File: config.mk
export PLATFORM = sky130hd
export DESIGN_NAME = mem_arbiter_flat
export DESIGN_NICKNAME = d
export VERILOG_FILES = /design/src/rtl/mem_arbiter_pkg.sv /design/src/rtl/mem_arbiter_if.sv /design/src/rtl/mem_arbiter_rr_arbiter2.sv /design/src/rtl/mem_arbiter.sv /design/src/flat_wrapper.sv
export SDC_FILE = /design/constraint.sdc
export NUM_CORES = 1
export LEC_CHECK = 0
export CAP_MARGIN = 10
export CORE_MARGIN = 2
export CORE_UTILIZATION = 47
export DETAILED_ROUTE_END_ITERATION = 8
export GPL_ROUTABILITY_DRIVEN = 0
export HOLD_SLACK_MARGIN = 0.03
export PLACE_DENSITY_LB_ADDON = 0.2
export SYNTH_ARGS = -nofsm -noshare
export SYNTH_HDL_FRONTEND = slang
export SYNTH_SLANG_ARGS = --single-unit
File: constraint.sdc
create_clock -name clk -period 2.8 [get_ports clk]
set_clock_uncertainty 0.15 [all_clocks]
set_input_delay 0.28 -clock clk [delete_from_list [all_inputs] [get_ports clk]]
set_output_delay 0.28 -clock clk [all_outputs]
set_load 0.01 [all_outputs]
File: src/rtl/mem_arbiter_pkg.sv
// Shared types and defaults for the two-requester Memory Unit arbiter.
package mem_arbiter_pkg;

  localparam int unsigned AddrWDefault   = 27;
  localparam int unsigned DataWDefault   = 32;
  localparam int unsigned TimeoutDefault = 15;

  typedef enum logic [2:0] {
    StIdle,
    StIssue,
    StWaitBusy,
    StWaitDone,
    StAck
  } state_e;

  // Watchdog counter must be able to hold the value TIMEOUT itself.
  function automatic int unsigned wdog_cnt_w(input int unsigned timeout);
    return $clog2(timeout + 1);
  endfunction

endpackage

File: src/rtl/mem_arbiter_if.sv
// Requester, response and Memory Unit signals of the arbiter, bundled with master/slave views.
interface mem_arbiter_if
  import mem_arbiter_pkg::*;
#(
  parameter int unsigned ADDR_W = AddrWDefault,
  parameter int unsigned DATA_W = DataWDefault
) ();

  logic              req0;
  logic [ADDR_W-1:0] addr0;
  logic [DATA_W-1:0] data0;
  logic              we0;
  logic              ack0;

  logic              req1;
  logic [ADDR_W-1:0] addr1;
  logic [DATA_W-1:0] data1;
  logic              we1;
  logic              ack1;

  logic [DATA_W-1:0] q;
  logic              err;

  logic [ADDR_W-1:0] mu_address;
  logic [DATA_W-1:0] mu_data;
  logic              mu_we;
  logic              mu_start;
  logic              mu_initDone;
  logic              mu_busy;
  logic [DATA_W-1:0] mu_q;

  // Arbiter side.
  modport slave (
    input  req0, addr0, data0, we0, req1, addr1, data1, we1,
    input  mu_initDone, mu_busy, mu_q,
    output ack0, ack1, q, err, mu_address, mu_data, mu_we, mu_start
  );

  // Requesters plus Memory Unit side.
  modport master (
    output req0, addr0, data0, we0, req1, addr1, data1, we1,
    output mu_initDone, mu_busy, mu_q,
    input  ack0, ack1, q, err, mu_address, mu_data, mu_we, mu_start
  );

endinterface

File: src/rtl/mem_arbiter_rr_arbiter2.sv
// Combinational two-way round-robin pick; the pointer register lives in the caller.
module rr_arbiter2 (
  input  logic [1:0] req_i,
  input  logic       last_grant_i,
  output logic       grant_id_o,
  output logic       any_o
);

  always_comb begin
    any_o = |req_i;
    case (req_i)
      2'b01:   grant_id_o = 1'b0;
      2'b10:   grant_id_o = 1'b1;
      2'b11:   grant_id_o = ~last_grant_i;
      default: grant_id_o = 1'b0;
    endcase
  end

endmodule

File: src/rtl/mem_arbiter.sv
// Round-robin front end sequencing start/busy transactions to the Memory Unit,
// with a watchdog that aborts when busy never rises.
module mem_arbiter
  import mem_arbiter_pkg::*;
#(
  parameter int unsigned ADDR_W  = AddrWDefault,
  parameter int unsigned DATA_W  = DataWDefault,
  parameter int unsigned TIMEOUT = TimeoutDefault
) (
  input logic          clk,
  input logic          nreset,
  mem_arbiter_if.slave bus
);

  localparam int unsigned CntW = wdog_cnt_w(TIMEOUT);

  state_e            state_q, state_d;
  logic              rr_ptr_q, rr_ptr_d;  // requester favoured when both request
  logic              gnt_q, gnt_d;
  logic [CntW-1:0]   cnt_q, cnt_d;
  logic [ADDR_W-1:0] addr_q, addr_d;
  logic [DATA_W-1:0] data_q, data_d;
  logic              we_q, we_d;
  logic              start_q, start_d;
  logic              ack0_q, ack0_d;
  logic              ack1_q, ack1_d;
  logic [DATA_W-1:0] rdata_q, rdata_d;
  logic              err_q, err_d;

  logic pick_id;
  logic pick_any;

  rr_arbiter2 u_rr (
    .req_i        ({bus.req1, bus.req0}),
    .last_grant_i (~rr_ptr_q),
    .grant_id_o   (pick_id),
    .any_o        (pick_any)
  );

  always_comb begin
    state_d  = state_q;
    rr_ptr_d = rr_ptr_q;
    gnt_d    = gnt_q;
    cnt_d    = cnt_q;
    addr_d   = addr_q;
    data_d   = data_q;
    we_d     = we_q;
    rdata_d  = rdata_q;
    err_d    = err_q;
    start_d  = 1'b0;
    ack0_d   = 1'b0;
    ack1_d   = 1'b0;

    case (state_q)
      StIdle: begin
        // busy must be low so an operation aborted by reset drains first
        if (bus.mu_initDone && !bus.mu_busy && pick_any) begin
          gnt_d   = pick_id;
          addr_d  = pick_id ? bus.addr1 : bus.addr0;
          data_d  = pick_id ? bus.data1 : bus.data0;
          we_d    = pick_id ? bus.we1   : bus.we0;
          start_d = 1'b1;
          state_d = StIssue;
        end
      end
      StIssue: begin
        cnt_d   = '0;
        state_d = StWaitBusy;
      end
      StWaitBusy: begin
        if (bus.mu_busy) begin
          state_d = StWaitDone;
        end else if (cnt_q == CntW'(TIMEOUT)) begin
          err_d   = 1'b1;
          ack0_d  = ~gnt_q;
          ack1_d  = gnt_q;
          state_d = StAck;
        end else begin
          cnt_d = cnt_q + CntW'(1);
        end
      end
      StWaitDone: begin
        if (!bus.mu_busy) begin
          rdata_d = bus.mu_q;
          err_d   = 1'b0;
          ack0_d  = ~gnt_q;
          ack1_d  = gnt_q;
          state_d = StAck;
        end
      end
      StAck: begin
        rr_ptr_d = ~gnt_q;
        state_d  = StIdle;
      end
      default: state_d = StIdle;
    endcase
  end

  always_ff @(posedge clk or negedge nreset) begin
    if (!nreset) begin
      state_q  <= StIdle;
      rr_ptr_q <= 1'b0;
      gnt_q    <= 1'b0;
      cnt_q    <= '0;
      addr_q   <= '0;
      data_q   <= '0;
      we_q     <= 1'b0;
      start_q  <= 1'b0;
      ack0_q   <= 1'b0;
      ack1_q   <= 1'b0;
      rdata_q  <= '0;
      err_q    <= 1'b0;
    end else begin
      state_q  <= state_d;
      rr_ptr_q <= rr_ptr_d;
      gnt_q    <= gnt_d;
      cnt_q    <= cnt_d;
      addr_q   <= addr_d;
      data_q   <= data_d;
      we_q     <= we_d;
      start_q  <= start_d;
      ack0_q   <= ack0_d;
      ack1_q   <= ack1_d;
      rdata_q  <= rdata_d;
      err_q    <= err_d;
    end
  end

  assign bus.ack0       = ack0_q;
  assign bus.ack1       = ack1_q;
  assign bus.q          = rdata_q;
  assign bus.err        = err_q;
  assign bus.mu_address = addr_q;
  assign bus.mu_data    = data_q;
  assign bus.mu_we      = we_q;
  assign bus.mu_start   = start_q;

endmodule
File: src/flat_wrapper.sv
// flat-port wrapper written by rule: the top's interface ports become plain ports
module mem_arbiter_flat import mem_arbiter_pkg::*;
#(
  parameter int unsigned ADDR_W  = AddrWDefault,
  parameter int unsigned DATA_W  = DataWDefault,
  parameter int unsigned TIMEOUT = TimeoutDefault
)
  (clk, nreset, bus_req0, bus_addr0, bus_data0, bus_we0, bus_req1, bus_addr1, bus_data1, bus_we1, bus_mu_initDone, bus_mu_busy, bus_mu_q, bus_ack0, bus_ack1, bus_q, bus_err, bus_mu_address, bus_mu_data, bus_mu_we, bus_mu_start);
  mem_arbiter_if #(.ADDR_W(ADDR_W), .DATA_W(DATA_W)) bus_i ();
  input logic clk;
  input logic nreset;
  input wire logic [$bits(bus_i.req0)-1:0] bus_req0;
  input wire logic [$bits(bus_i.addr0)-1:0] bus_addr0;
  input wire logic [$bits(bus_i.data0)-1:0] bus_data0;
  input wire logic [$bits(bus_i.we0)-1:0] bus_we0;
  input wire logic [$bits(bus_i.req1)-1:0] bus_req1;
  input wire logic [$bits(bus_i.addr1)-1:0] bus_addr1;
  input wire logic [$bits(bus_i.data1)-1:0] bus_data1;
  input wire logic [$bits(bus_i.we1)-1:0] bus_we1;
  input wire logic [$bits(bus_i.mu_initDone)-1:0] bus_mu_initDone;
  input wire logic [$bits(bus_i.mu_busy)-1:0] bus_mu_busy;
  input wire logic [$bits(bus_i.mu_q)-1:0] bus_mu_q;
  output wire logic [$bits(bus_i.ack0)-1:0] bus_ack0;
  output wire logic [$bits(bus_i.ack1)-1:0] bus_ack1;
  output wire logic [$bits(bus_i.q)-1:0] bus_q;
  output wire logic [$bits(bus_i.err)-1:0] bus_err;
  output wire logic [$bits(bus_i.mu_address)-1:0] bus_mu_address;
  output wire logic [$bits(bus_i.mu_data)-1:0] bus_mu_data;
  output wire logic [$bits(bus_i.mu_we)-1:0] bus_mu_we;
  output wire logic [$bits(bus_i.mu_start)-1:0] bus_mu_start;
  assign bus_i.req0 = bus_req0;
  assign bus_i.addr0 = bus_addr0;
  assign bus_i.data0 = bus_data0;
  assign bus_i.we0 = bus_we0;
  assign bus_i.req1 = bus_req1;
  assign bus_i.addr1 = bus_addr1;
  assign bus_i.data1 = bus_data1;
  assign bus_i.we1 = bus_we1;
  assign bus_i.mu_initDone = bus_mu_initDone;
  assign bus_i.mu_busy = bus_mu_busy;
  assign bus_i.mu_q = bus_mu_q;
  assign bus_ack0 = bus_i.ack0;
  assign bus_ack1 = bus_i.ack1;
  assign bus_q = bus_i.q;
  assign bus_err = bus_i.err;
  assign bus_mu_address = bus_i.mu_address;
  assign bus_mu_data = bus_i.mu_data;
  assign bus_mu_we = bus_i.mu_we;
  assign bus_mu_start = bus_i.mu_start;
  mem_arbiter #(.ADDR_W(ADDR_W), .DATA_W(DATA_W), .TIMEOUT(TIMEOUT)) u_core (.clk(clk), .nreset(nreset), .bus(bus_i));
endmodule
# Word-level counts from Yosys, hierarchy flattened

Cells that the tools add are included.

Flip-flop bits (word level): 105
Input bits: 158
Output and inout bits: 96
Logic and storage cells: 66

Add/subtract/negate cells: 1
Equality and inequality tests: 13
Multiplexer cells: 26
Bitwise gates (word level): 2
Reductions and logical operators: 12

Operators by type and width:

| cell                                                            | number |
|---|---|
| 32-bit two-way mux                                              | 1 |
| 27-bit two-way mux                                              | 1 |
| 1-bit two-way mux                                               | 12 |
| 3-bit two-way mux                                               | 4 |
| 3-bit case mux with 4 select lines                              | 1 |
| 4-bit two-way mux                                               | 2 |
| 1-bit case mux with 2 select lines                              | 4 |
| 4-bit case mux with 2 select lines                              | 1 |
| 3-bit by 2-bit == test with 1-bit output, second input constant | 2 |
| 2-bit != test, second input constant                            | 3 |
| 3-bit AND reduction                                             | 2 |
| 4-bit by 1-bit adder with 4-bit output, second input constant   | 1 |
| 2-bit == test, second input constant                            | 2 |
| 4-bit == test, second input constant                            | 1 |
| 2-bit by 1-bit != test with 1-bit output, second input constant | 2 |
| 2-bit AND reduction                                             | 2 |
| 4-bit AND reduction                                             | 1 |
| 2-bit nonzero test                                              | 2 |
| 3-bit by 1-bit == test with 1-bit output, second input constant | 1 |
| 3-bit == test, second input constant                            | 1 |
| 3-bit zero test                                                 | 1 |
| 3-bit by 2-bit != test with 1-bit output, second input constant | 1 |
| 1-bit logical AND                                               | 2 |
| 1-bit NOT                                                       | 2 |
| 2 further kinds                                                 | 2 |

# Logic depth before layout (Yosys ltp)

Depth after elaboration: 5
Depth in mapped cells: 7
Mapped depth without buffers: 4

# Hierarchy

Synthesis repeated with hierarchy kept, for this count alone.

Cells, all modules: 397
Area total of the unflattened synthesis: 4568.1 µm²

By module, submodules not included:

| module      | times used | cells an instance | area each (µm²) | sequential area each (µm²) |
|---|---|---|---|---|
| mem_arbiter | 1          | 395               | 4554.4          | 2627.5 |
| rr_arbiter2 | 1          | 2                 | 13.8            | 0.0 |

# Worst setup path before layout

Ideal clock, no wire load.

Kind: flip-flop to flip-flop
From: register u_core.state_q[1]
To: register u_core.gnt_q
Setup time: 0.125 ns
Data arrival time: 1.501 ns
Required time: 2.525 ns
Setup slack: 1.024 ns
Cell stages (with the launch flop): 5
Buffers on the path: 1
Period minus slack after synthesis: 1.776 ns
Cell sequence: dfrtp_1 > nor4b_4 > and3_4 > buf_12 > mux2_4

Cells in the longest elaborated chain, start to end: 2

Ends and longest elaborated chain:

| element                       | RTL line           | source |
|---|---|---|
| from (decl)                   | mem_arbiter.sv:17  | `state_e state_q, state_d;` |
| from (signal assigned)        | mem_arbiter.sv:101 | `state_q <= StIdle;` |
| from (signal assigned)        | mem_arbiter.sv:114 | `state_q <= state_d;` |
| 3-bit zero test               | mem_arbiter.sv:54  | `case (state_q)` |
| 2-bit AND reduction (no line) | -                  |  |
| to (signal assigned)          | mem_arbiter.sv:116 | `gnt_q <= gnt_d;` |
| to (decl)                     | mem_arbiter.sv:19  | `logic gnt_q, gnt_d;` |

No other way between the ends.
A chain may end at the register's enable or synchronous reset.

# Worst setup path after layout

From: input bus_mu_busy
To: register u_core.rdata_q[7], in the netlist u_core.bus.q[7]

Cells in the longest elaborated chain, start to end: 2

Ends and longest elaborated chain:

| element                       | RTL line           | source |
|---|---|---|
| from (decl)                   | flat_wrapper.sv:21 | `input wire logic [$bits(bus_i.mu_busy)-1:0] bus_mu_busy;` |
| 1-bit NOT (no line)           | -                  |  |
| 2-bit AND reduction (no line) | -                  |  |
| to (signal assigned)          | mem_arbiter.sv:124 | `rdata_q <= rdata_d;` |
| to (decl)                     | mem_arbiter.sv:27  | `logic [DATA_W-1:0] rdata_q, rdata_d;` |

No other way between the ends.

==> flow_summary.toml <==
[cts]
root_buffer = "clkbuf_16"
cts.htree.levels = 3
tritoncts = "done"
numCtsBuffers = 9
clk_path_buf_depth = 2
insertion_delay_ps = 340
post-cts-setup-buffers = 0
clkSinkCount = 105
cts.clk_slew.worst_paths_ps = 70

[yosys]
yosys_register_bits = 105
avgSynthCellArea_um2 = 12.7
syn_inst = 474
ys.flop_type = "dfrtp_1"
synth-async-reset-ratio = 1.00
synth_edf_count = 0
synth.net_count = 633
ys_seq_area_frac = 0.436
yosys_warnings = 0
synth.most_common_cell = "dfrtp_1"
synth_top_area_share = 0.436
synthTopCellsByCount = "dfrtp_1, a31oi_1, nand3b_1"
synthDistinctLibCells = 37
syn_area_um2 = 6030
yosysTopAreaCell = "dfrtp_1"
synth_top_cells_by_area = "dfrtp_1, a31oi_4, nand3b_1"

[layout]
nets = 857
fin_util = 0.710
postLayoutCellArea_um2 = 8920
area_growth_pct = 47.9
drive_gt1_frac = 0.142
diodes = 0

[route]
drtPass1Iterations = 4
totalWireLength_um = 17000
wl_per_cell_um = 19.4
drt-vias-per-instance = 5.62
drc = 0
vias = 4914
drtAntennaViolNets = 0
drtIter0Drc = 279

[timing]
finalSetupViolCount = 0
slew_headroom = 0.659
tns_ps = 0
fin_crit_ps = 1990
clock.fmax_mhz = 502
finalCritPeriodShare = 0.711
tightest_slew_ps = 511
finalHoldViolations = 0
rsz0062_at_grt = "false"
maxSlewViolCount = 0

[hold_path]
hp-class = "primary input to async pin"

[power]
power_mw = 8.29
p_per_area_nw_per_um2 = 929
vdd_drop_max_mv = 0.382
leakagePower_nw = 3.19

[grt]
grt_max_degree = 73
grt_pass1_wl_um = 27300
grt_pass1_vias = 5047
grt_antenna_before_repair = 0
grt_overflow = 0
grt_usage = 0.248

[placement]
io_buffers = 253
placed_area_um2 = 8620
dp_hpwl_um = 12000

[setup_path]
critPathMaxFanout = 33
worstPathCellList = "clkdlybuf4s50_1 -> nor3b_4 -> and2_1 -> buf_4 -> mux2_1"
arrival_ps = 2060
max_stage_delay_ps = 540
end_kind = "flop"
crit_slowest_cell = "clkdlybuf4s50_1"
cp.required_ps = 2870
path_class = "primary input to flop"
start_kind = "primary input"

[die]
die_w_um = 117
dieArea_um2 = 13800
placementRows = 41
dieHeight_um = 117
io_pins = 254
core_area_um2 = 12600
start_util = 0.480

[job]
maxCapViolations = 0

[outcome]
status = "completed"
## flip-flops by register name, summed over array words and instances (netlist names)
signal and count:
u_core.bus.mu_data 32, u_core.bus.mu_start 1, u_core.gnt_q 1, u_core.bus.ack0 1, u_core.bus.q 32, u_core.bus.mu_address 27
u_core.bus.ack1 1, u_core.rr_ptr_q 1, u_core.bus.err 1, u_core.cnt_q 4, u_core.bus.mu_we 1, u_core.state_q 3
## cell type report
cell class / instances / area [um^2]
fillers: 910 / 3640
multi-input cells: 309 / 3040
repair buffers: 269 / 2740
flip-flops and latches: 105 / 2630
clock buffers: 11 / 243
well taps: 172 / 215
clock inverters: 4 / 52.6
inverters: 4 / 15.0
## per-stage QoR
step | instances | hold WS [ps] | setup WS (ps)
floorplan | 474 | -166 | 1020
global placement | 858 | 96.2 | 518
CTS | 874 | 282 | 816
detailed placement | 858 | 101 | 458
global route | 874 | 318 | 712
finish | 874 | 277 | 808
## critical path: cells and delay by family
family,cells,cell delay (ps)
mux,1,380
buf+inv,2,910
simple gates,2,470
## cell usage in the layout, fill, tap and decap left out, types with 8 or more instances in the layout
cell / count
a31oi_1: 62
clkbuf_16: 9
a31oi_4: 59
dfrtp_1: 105
nand3b_1: 60
mux2_1: 32
o21ai_1: 8
o21ai_0: 53
buf_4: 9
clkdlybuf4s50_1: 251
## repair_timing
action                     4_1_cts  5_1_grt
setup endpoints to repair        0        0
gates resized for setup          0        0
hold buffers                     1        0
hold endpoints to repair        33        0
## report_power, final
part | total, mW | internal [mW] | switching, mW
Combinational | 4.30 | 2.43 | 1.87
Clock | 1.26 | 0.717 | 0.544
Sequential | 2.73 | 2.26 | 0.474
Total | 8.29 | 5.40 | 2.89
## per-layer routing
layer / GRT usage / wire length [um]
met1: 0.316 / 7110
met2: 0.411 / 8250
met3: 0.0559 / 1200
met4: 0.0949 / 406
met5: 0 / 0
## final timing paths
check	start	to	slack, ps	cells after the start
max in group asynchronous	nreset	u_core.bus.mu_data[9]	1470	3
worst min register to register	u_core.bus.q[30]	u_core.bus.q[30]	340	1
worst max-delay path	bus_mu_busy	u_core.bus.q[7]	810	5
min in group clk	bus_req1	u_core.bus.mu_data[1]	310	3
worst min-delay path	nreset	u_core.bus.q[2]	280	2
worst max register to register	u_core.state_q[1]	u_core.bus.q[7]	810	4
## logic make-up after synthesis
family,after synthesis,synth area share
muxes,36,0.0672
adders and majority gates,1,0.00207
buffers and inverters,60,0.0624
DFF,105,0.436
xor gates and xnor gates,1,0.00145
AOI/OAI and AO/OA,186,0.328
and+or+nand+nor,85,0.103
No activity file was read; power rests on OpenSTA's default activity.
